==> src/rtl/ttc_chanb_transmitter.sv <==
// TTC Channel B short-broadcast transmitter: queues trigger-control requests,
// builds Hamming-protected frames and serializes them one bit per bit_en.
module ttc_chanb_transmitter #(
   parameter int GAP_BITS = 2
) (
   input  logic        clk,
   input  logic        reset,
   input  logic        bit_en,
   input  logic        req_evt_count_reset,
   input  logic        req_counter_reset,
   input  logic        req_fill_type,
   input  logic [1:0]  fill_type_sel,
   input  logic        req_pulse_storage,
   input  logic        pulse_storage_start,
   output logic        chan_b_serial,
   output logic        busy,
   output logic [7:0]  sent_cmd,
   output logic        sent_valid,
   output logic [31:0] frame_count,
   output logic [31:0] overwrite_count
);

   localparam int GW = (GAP_BITS > 1) ? $clog2(GAP_BITS) : 1;
   localparam logic [GW-1:0] GAP_LAST = GW'(GAP_BITS - 1);

   typedef enum logic [1:0] {IDLE, SHIFT, GAP} state_t;

   state_t        state, state_nxt;
   logic          ecr_p, cr_p, ft_p, ps_p;
   logic [1:0]    ft_sel;
   logic          ps_start;
   logic [15:0]   frame_q;
   logic [3:0]    bit_idx;
   logic [GW-1:0] gap_cnt;
   logic [7:0]    base_cmd, brcst;
   logic [15:0]   load_frame;
   logic          any_pend, load, last_bit;
   logic          clr_cr, clr_ft, clr_ps;
   logic [2:0]    ow_hits;
   logic [32:0]   ow_sum;

   // start, fmt, data msb-first, h4..h0, stop
   function automatic logic [15:0] build_frame(input logic [7:0] d);
      logic [4:0] h;
      h[0] = d[0] ^ d[1] ^ d[2] ^ d[3];
      h[1] = d[0] ^ d[4] ^ d[5] ^ d[6];
      h[2] = d[1] ^ d[2] ^ d[4] ^ d[5] ^ d[7];
      h[3] = d[1] ^ d[3] ^ d[4] ^ d[6] ^ d[7];
      h[4] = ^{d, h[3:0]};
      return {2'b00, d, h, 1'b1};
   endfunction

   always_comb begin
      base_cmd = 8'h00;
      if (cr_p)
         base_cmd = 8'h28;
      else if (ft_p)
         base_cmd = {1'b1, ft_sel, 5'b0};
      else if (ps_p)
         base_cmd = ps_start ? 8'h88 : 8'hA8;
      brcst      = base_cmd | (ecr_p ? 8'h02 : 8'h00);
      load_frame = build_frame(brcst);
      any_pend   = ecr_p | cr_p | ft_p | ps_p;
   end

   always_comb begin
      state_nxt = state;
      load      = 1'b0;
      last_bit  = 1'b0;
      unique case (state)
         IDLE:
            if (bit_en && any_pend) begin
               load      = 1'b1;
               state_nxt = SHIFT;
            end
         SHIFT:
            if (bit_en && bit_idx == 4'd0) begin
               last_bit  = 1'b1;
               state_nxt = GAP;
            end
         GAP:
            if (bit_en && gap_cnt == GAP_LAST)
               state_nxt = IDLE;
         default: state_nxt = IDLE;
      endcase
   end

   assign busy   = (state != IDLE);
   assign clr_cr = load & cr_p;
   assign clr_ft = load & ~cr_p & ft_p;
   assign clr_ps = load & ~cr_p & ~ft_p & ps_p;

   always_comb begin
      ow_hits = 3'(req_evt_count_reset & ecr_p) + 3'(req_counter_reset & cr_p)
              + 3'(req_fill_type & ft_p) + 3'(req_pulse_storage & ps_p);
      ow_sum  = {1'b0, overwrite_count} + 33'(ow_hits);
   end

   always_ff @(posedge clk or posedge reset) begin
      if (reset)
         state <= IDLE;
      else
         state <= state_nxt;
   end

   // a request coinciding with its clear wins, so it stays pending
   always_ff @(posedge clk or posedge reset) begin
      if (reset) begin
         ecr_p           <= 1'b0;
         cr_p            <= 1'b0;
         ft_p            <= 1'b0;
         ps_p            <= 1'b0;
         ft_sel          <= 2'b00;
         ps_start        <= 1'b0;
         overwrite_count <= 32'd0;
      end else begin
         ecr_p <= req_evt_count_reset | (ecr_p & ~load);
         cr_p  <= req_counter_reset | (cr_p & ~clr_cr);
         ft_p  <= req_fill_type | (ft_p & ~clr_ft);
         ps_p  <= req_pulse_storage | (ps_p & ~clr_ps);
         if (req_fill_type)
            ft_sel <= fill_type_sel;
         if (req_pulse_storage)
            ps_start <= pulse_storage_start;
         overwrite_count <= ow_sum[32] ? 32'hFFFF_FFFF : ow_sum[31:0];
      end
   end

   always_ff @(posedge clk or posedge reset) begin
      if (reset) begin
         chan_b_serial <= 1'b1;
         frame_q       <= 16'h0000;
         bit_idx       <= 4'd0;
         gap_cnt       <= '0;
         sent_cmd      <= 8'h00;
         sent_valid    <= 1'b0;
         frame_count   <= 32'd0;
      end else begin
         sent_valid <= 1'b0;
         if (load) begin
            frame_q       <= load_frame;
            chan_b_serial <= load_frame[15];
            bit_idx       <= 4'd14;
            gap_cnt       <= '0;
         end else if (state == SHIFT && bit_en) begin
            chan_b_serial <= frame_q[bit_idx];
            bit_idx       <= bit_idx - 4'd1;
         end else if (state == GAP && bit_en) begin
            chan_b_serial <= 1'b1;
            gap_cnt       <= gap_cnt + GW'(1);
         end
         if (last_bit) begin
            sent_valid <= 1'b1;
            sent_cmd   <= frame_q[13:6];
            if (frame_count != 32'hFFFF_FFFF)
               frame_count <= frame_count + 32'd1;
         end
      end
   end

endmodule

==> config.mk <==
export PLATFORM = sky130hd
export DESIGN_NAME = ttc_chanb_transmitter
export DESIGN_NICKNAME = d
export VERILOG_FILES = /design/src/rtl/ttc_chanb_transmitter.sv
export SDC_FILE = /design/constraint.sdc
export NUM_CORES = 1
export LEC_CHECK = 0
export ABC_CLOCK_PERIOD_IN_PS = 3600
export CAP_MARGIN = 20
export CORE_ASPECT_RATIO = 0.9
export CORE_MARGIN = 2
export CORE_UTILIZATION = 53
export DETAILED_ROUTE_END_ITERATION = 10
export GPL_TIMING_DRIVEN = 0
export PLACE_DENSITY = 0.83
export SLEW_MARGIN = 20
export SYNTH_ARGS = -nofsm -noshare
export SYNTH_HDL_FRONTEND = slang
export SYNTH_SLANG_ARGS = --single-unit
export TNS_END_PERCENT = 30
==> constraint.sdc <==
create_clock -name clk -period 3.6 [get_ports clk]
set_input_delay 0.54 -clock clk [delete_from_list [all_inputs] [get_ports clk]]
set_output_delay 0.54 -clock clk [all_outputs]
set_load 0.1 [all_outputs]
### Word level (Yosys, flattened, before mapping)

Index checks and enable logic that the tools add are counted.

| word-level totals | value |
|---|---|
| flip-flop bits (word level) | 102 |
| input port bits | 10 |
| output and inout port bits | 75 |
| logic and storage cells | 111 |

| cells by class | value |
|---|---|
| add/sub/neg operators | 7 |
| $lt $le $gt $ge | 1 |
| equality and inequality tests | 7 |
| mux-type cells | 25 |
| bitwise operators | 41 |
| reductions and logical operators | 15 |

Operators by type and width:

| kind | count |
|---|---|
| $add A32 B3 Y33 | 1 |
| $add A32 B1 Y32 const B | 1 |
| $mux W32 | 1 |
| $ne A32 B32 Y1 const B | 1 |
| $mux W8 | 3 |
| $xor A1 B1 Y1 | 14 |
| $and A1 B1 Y1 | 13 |
| $mux W1 | 12 |
| $reduce_xor A12 Y1 | 1 |
| $mux W2 | 4 |
| $mux W4 | 2 |
| $ne A2 B2 Y1 const B | 4 |
| $or A8 B2 Y8 | 1 |
| $or A1 B1 Y1 | 7 |
| $mux W6 | 1 |
| $not A1 Y1 | 6 |
| $pmux W2 S3 | 1 |
| $reduce_bool A2 Y1 | 3 |
| $logic_and A1 B1 Y1 | 5 |
| $lt A4 B5 Y1 const B | 1 |
| $bmux W1 S4 | 1 |
| $logic_not A4 Y1 | 1 |
| $reduce_and A2 Y1 | 2 |
| $sub A4 B1 Y4 const B | 1 |
| other kinds (9) | 9 |

### Longest topological paths before layout

Gate-level depths: netlist of the first run.

| depth | value |
|---|---|
| depth in word-level cells | 12 |
| gate-level depth with buffers | 12 |

### Least setup slack after synthesis of the first run

Ideal clock, no wire load.

| timing | value |
|---|---|
| path kind | register to register |
| start | register overwrite_count[0] |
| end | register overwrite_count[30] |
| setup time | 0.126 ns |
| data arrival time | 3.303 ns |
| required time | 3.474 ns |
| path slack | 0.171 ns |
| stages on the path, launching flop included | 10 |
| buffers on the path | 0 |
| period minus slack after synthesis | 3.429 ns |
| cell sequence | dfrtp_1 inv_1 fa_1 fa_1 inv_1 fa_1 nand4_1 nor3_4 and3_1 mux2_2 |

| on the way | value |
|---|---|
| cells in the longest elaborated chain, start to end | 2 |

Ends and longest elaborated chain:

| item | RTL line | text |
|---|---|---|
| start, declared | 20 | `output logic [31:0] overwrite_count` |
| start signal, assigned | 125 | `overwrite_count <= ow_sum[32] ? 32'hFFFF_FFFF : ow_sum[31:0];` |
| $add A32 B3 Y33 | 96 | `ow_sum = {1'b0, overwrite_count} + 33'(ow_hits);` |
| $mux W32 | 125 |  |

No other way between the ends.
A chain may end at the register's enable or synchronous reset.

### Worst setup path after layout of the first run

| timing | value |
|---|---|
| start | input req_fill_type |
| end | register overwrite_count[16] |

| on the way | value |
|---|---|
| cells in the longest elaborated chain, start to end | 5 |

Ends and longest elaborated chain:

| item | RTL line | text |
|---|---|---|
| start, declared | 11 | `input logic req_fill_type,` |
| $and A1 B1 Y1 | 95 | `+ 3'(req_fill_type & ft_p) + 3'(req_pulse_storage & ps_p);` |
| $add A2 B1 Y3 | 95 |  |
| $add A3 B1 Y3 | 95 |  |
| $add A32 B3 Y33 | 96 |  |
| $mux W32 | 125 |  |

No other way between the ends.

==> qor.yml, run 1 <==
fill_cells: 689
synth_edf_count: 0
final_area_sq_mm: 0.00607
nNetsFinal: 571
grt_max_degree: 54
clkSinkCount: 96
start_util_pct: 53.9
netlist.area_leader.share_pct: 48.8
synth_seq_cells: 96
numCtsBuffers: 9
dieArea_sq_mm: 0.00998
synth_cell_types: 60
syn_avg_cell_area_sq_um: 10.6
dpl.hpwl_um: 7710
hp-class: "flip-flop to flip-flop"
cts_setup_buffers: 0
drc: 0
cp-start-kind: "input pin"
dr.pass1.iters: 5
antenna_found_initial: 0
io_buffers: 81
grt_pass1_vias: 3812
ys.warnings.count: 0
timing.slew.headroom_pct: 32.3
cts_buffer_depth: 2
insertion_delay_ps: 360
rsz0062_at_grt: "no"
timing.final.crit_share_pct: 93.9
maxCapViolations: 0
routed_wl_um: 10600
fp.dieH_um: 95.0
tightestPinTransition_ps: 1010
postSynthCellCount: 460
p_total_mw: 3.63
power_density_mw_per_mm2: 598
max_freq_ghz: 0.296
yosys.cell_count.top_type: "dfrtp_1"
clk_pin_slew_ps: 100
maxSlewViolCount: 0
min_period_ps: 3380
wl_per_cell_um: 15.6
finish.utilization_pct: 67.1
cts_max_level: 3
cp.arrival_ps: 3640
cts_tree: "yes"
path_max_fanout: 6
diodes: 0
grt-ovfl-total: 0
drtIter0Drc: 97
gp_congestion: 0.870
async_reset_ff_share_pct: 100
synth_area_leader_cell: "dfrtp_1"
drive_gt1_share_pct: 11.5
io_pins: 85
finalHoldWorstSlack_ps: 479
root_buffer: "clkbuf_8"
num_vias: 3771
crit_required_ps: 3860
irDropWorstVdd_mv: 0.984
rows: 33
place_area_sq_mm: 0.00588
track_usage_pct: 22.5
crit_type: "input pin to flip-flop"
die_w_um: 105
clock_skew_ps: 8.38
syn_area_sq_mm: 0.00487
hold_violations: 0
p_leak_nw: 2.74
ys.flop_type: "dfrtp_1"
core_sq_mm: 0.00904
ys_seq_area_share_pct: 49.3
vias_per_cell: 5.55
synth_common_cells: "95 x dfrtp_1, 56 x nand2_1, 30 x nor2_1"
synth_area_leaders: "dfrtp_1 49%, xor2_1 5.2%, xnor2_1 4.9%"
area_delta_synth_final_pct: 24.5
setup_viol_count_final: 0
status: "finished, final reports clean"
endpoint_kind: "flip-flop"
drtAntennaViolNets: 0
grt_pass1_wl_um: 18100
[worst max-delay path, cell delays in order]
cell	delay, ps
clkdlybuf4s50_1	550
nand2_1	110
fa_1	480
fa_1	450
inv_1	80
fa_1	240
nand2_1	90
nor3b_1	630
nand4_1	200
xor2_1	180
nand2_1	70
[path summary, 6_finish.rpt]
kind                       cells past startpoint  slack (ps)           from                  end
min reg2reg                                    1         480     frame_q[0]           frame_q[0]
max                                           11         220  req_fill_type  overwrite_count[16]
max in group asynchronous                      3        2460          reset           frame_q[4]
min                                            1         480     frame_q[0]           frame_q[0]
min in group asynchronous                      2         560          reset          sent_cmd[5]
max reg2reg                                   10         390           ft_p  overwrite_count[16]
[logic make-up after synthesis]
group	Yosys count	share of synthesized area (%)
fa+ha+maj	7	2.26
simple gates	199	23.7
mux	20	4.75
buf+inv	31	3.29
flops	96	49.3
xor+xnor	56	10.1
compound gates	50	6.57
other cells	1	0.0769
[power breakdown]
group	switching [mW]	internal, mW
clock network	0.376	0.335
logic	1.06	0.469
registers	0.138	1.25
[flip-flops by register name, summed over array words and instances, names as in the netlist]
signal           cells
chan_b_serial        1
frame_count         32
ps_p                 1
overwrite_count     32
ps_start             1
frame_q             11
ft_sel               2
sent_cmd             5
sent_valid           1
bit_idx              4
gap_cnt              1
ecr_p                1
ft_p                 1
state                2
cr_p                 1
[per-layer routing]
metal	wire, um	track usage [%]
met1	4680	28.3
met2	5110	38.1
met3	590	5.80
met4	188	7.67
met5	0	0
[layout by cell type, fill, tap and decap left out, drive strengths merged, types with 2 or more instances in the layout]
master,n
mux2,15
a21oi,12
o211ai,4
nor2,30
xnor2,27
o31ai,2
nor3b,5
fa,3
buf,15
or2,2
and3,10
ha,4
inv,13
clkinvlp,3
nor2b,2
dfrtp,95
clkbuf,13
and2b,2
and4,8
xor2,29
clkdlybuf4s50,81
a31oi,6
or3,3
or4,3
and2,5
o21ai,15
nor4,11
mux2i,4
nor3,7
nand2,56
nand2b,7
nand3,24
nand3b,2
a21o,2
nand4,20
conb,3
[per-stage QoR]
step | TNS [ps] | cells | worst slack, ps
after floorplan | 0 | 462 | 171
after global placement | -72720 | 665 | -756
after detailed placement | -3690 | 666 | -194
after CTS | 0 | 681 | 209
after global routing | 0 | 680 | 5.44
final | 0 | 680 | 218
[area by class of cell]
class,count,area [sq um],share of cell area [%]
buffer,17,108,1.77
clock buffer,10,138,2.27
clock inverter,5,57.6,0.948
inverter,13,53.8,0.886
multi-input combinational,335,2320,38.2
sequential,96,2400,39.6
tap,122,153,2.51
timing repair buffer,82,838,13.8
[repair_timing]
action,CTS,global route
setup endpoints to repair,0,5
gates resized for setup,0,0
hold buffers,0,0
Note: power is estimated with default switching activity, not from simulation.
==> inputs of run 2 (changes only) <==
Settings changed: CAP_MARGIN 20 to 5.
==> results of run 2 <==
Final layout, timing and power as in run 1 (identical DEF).
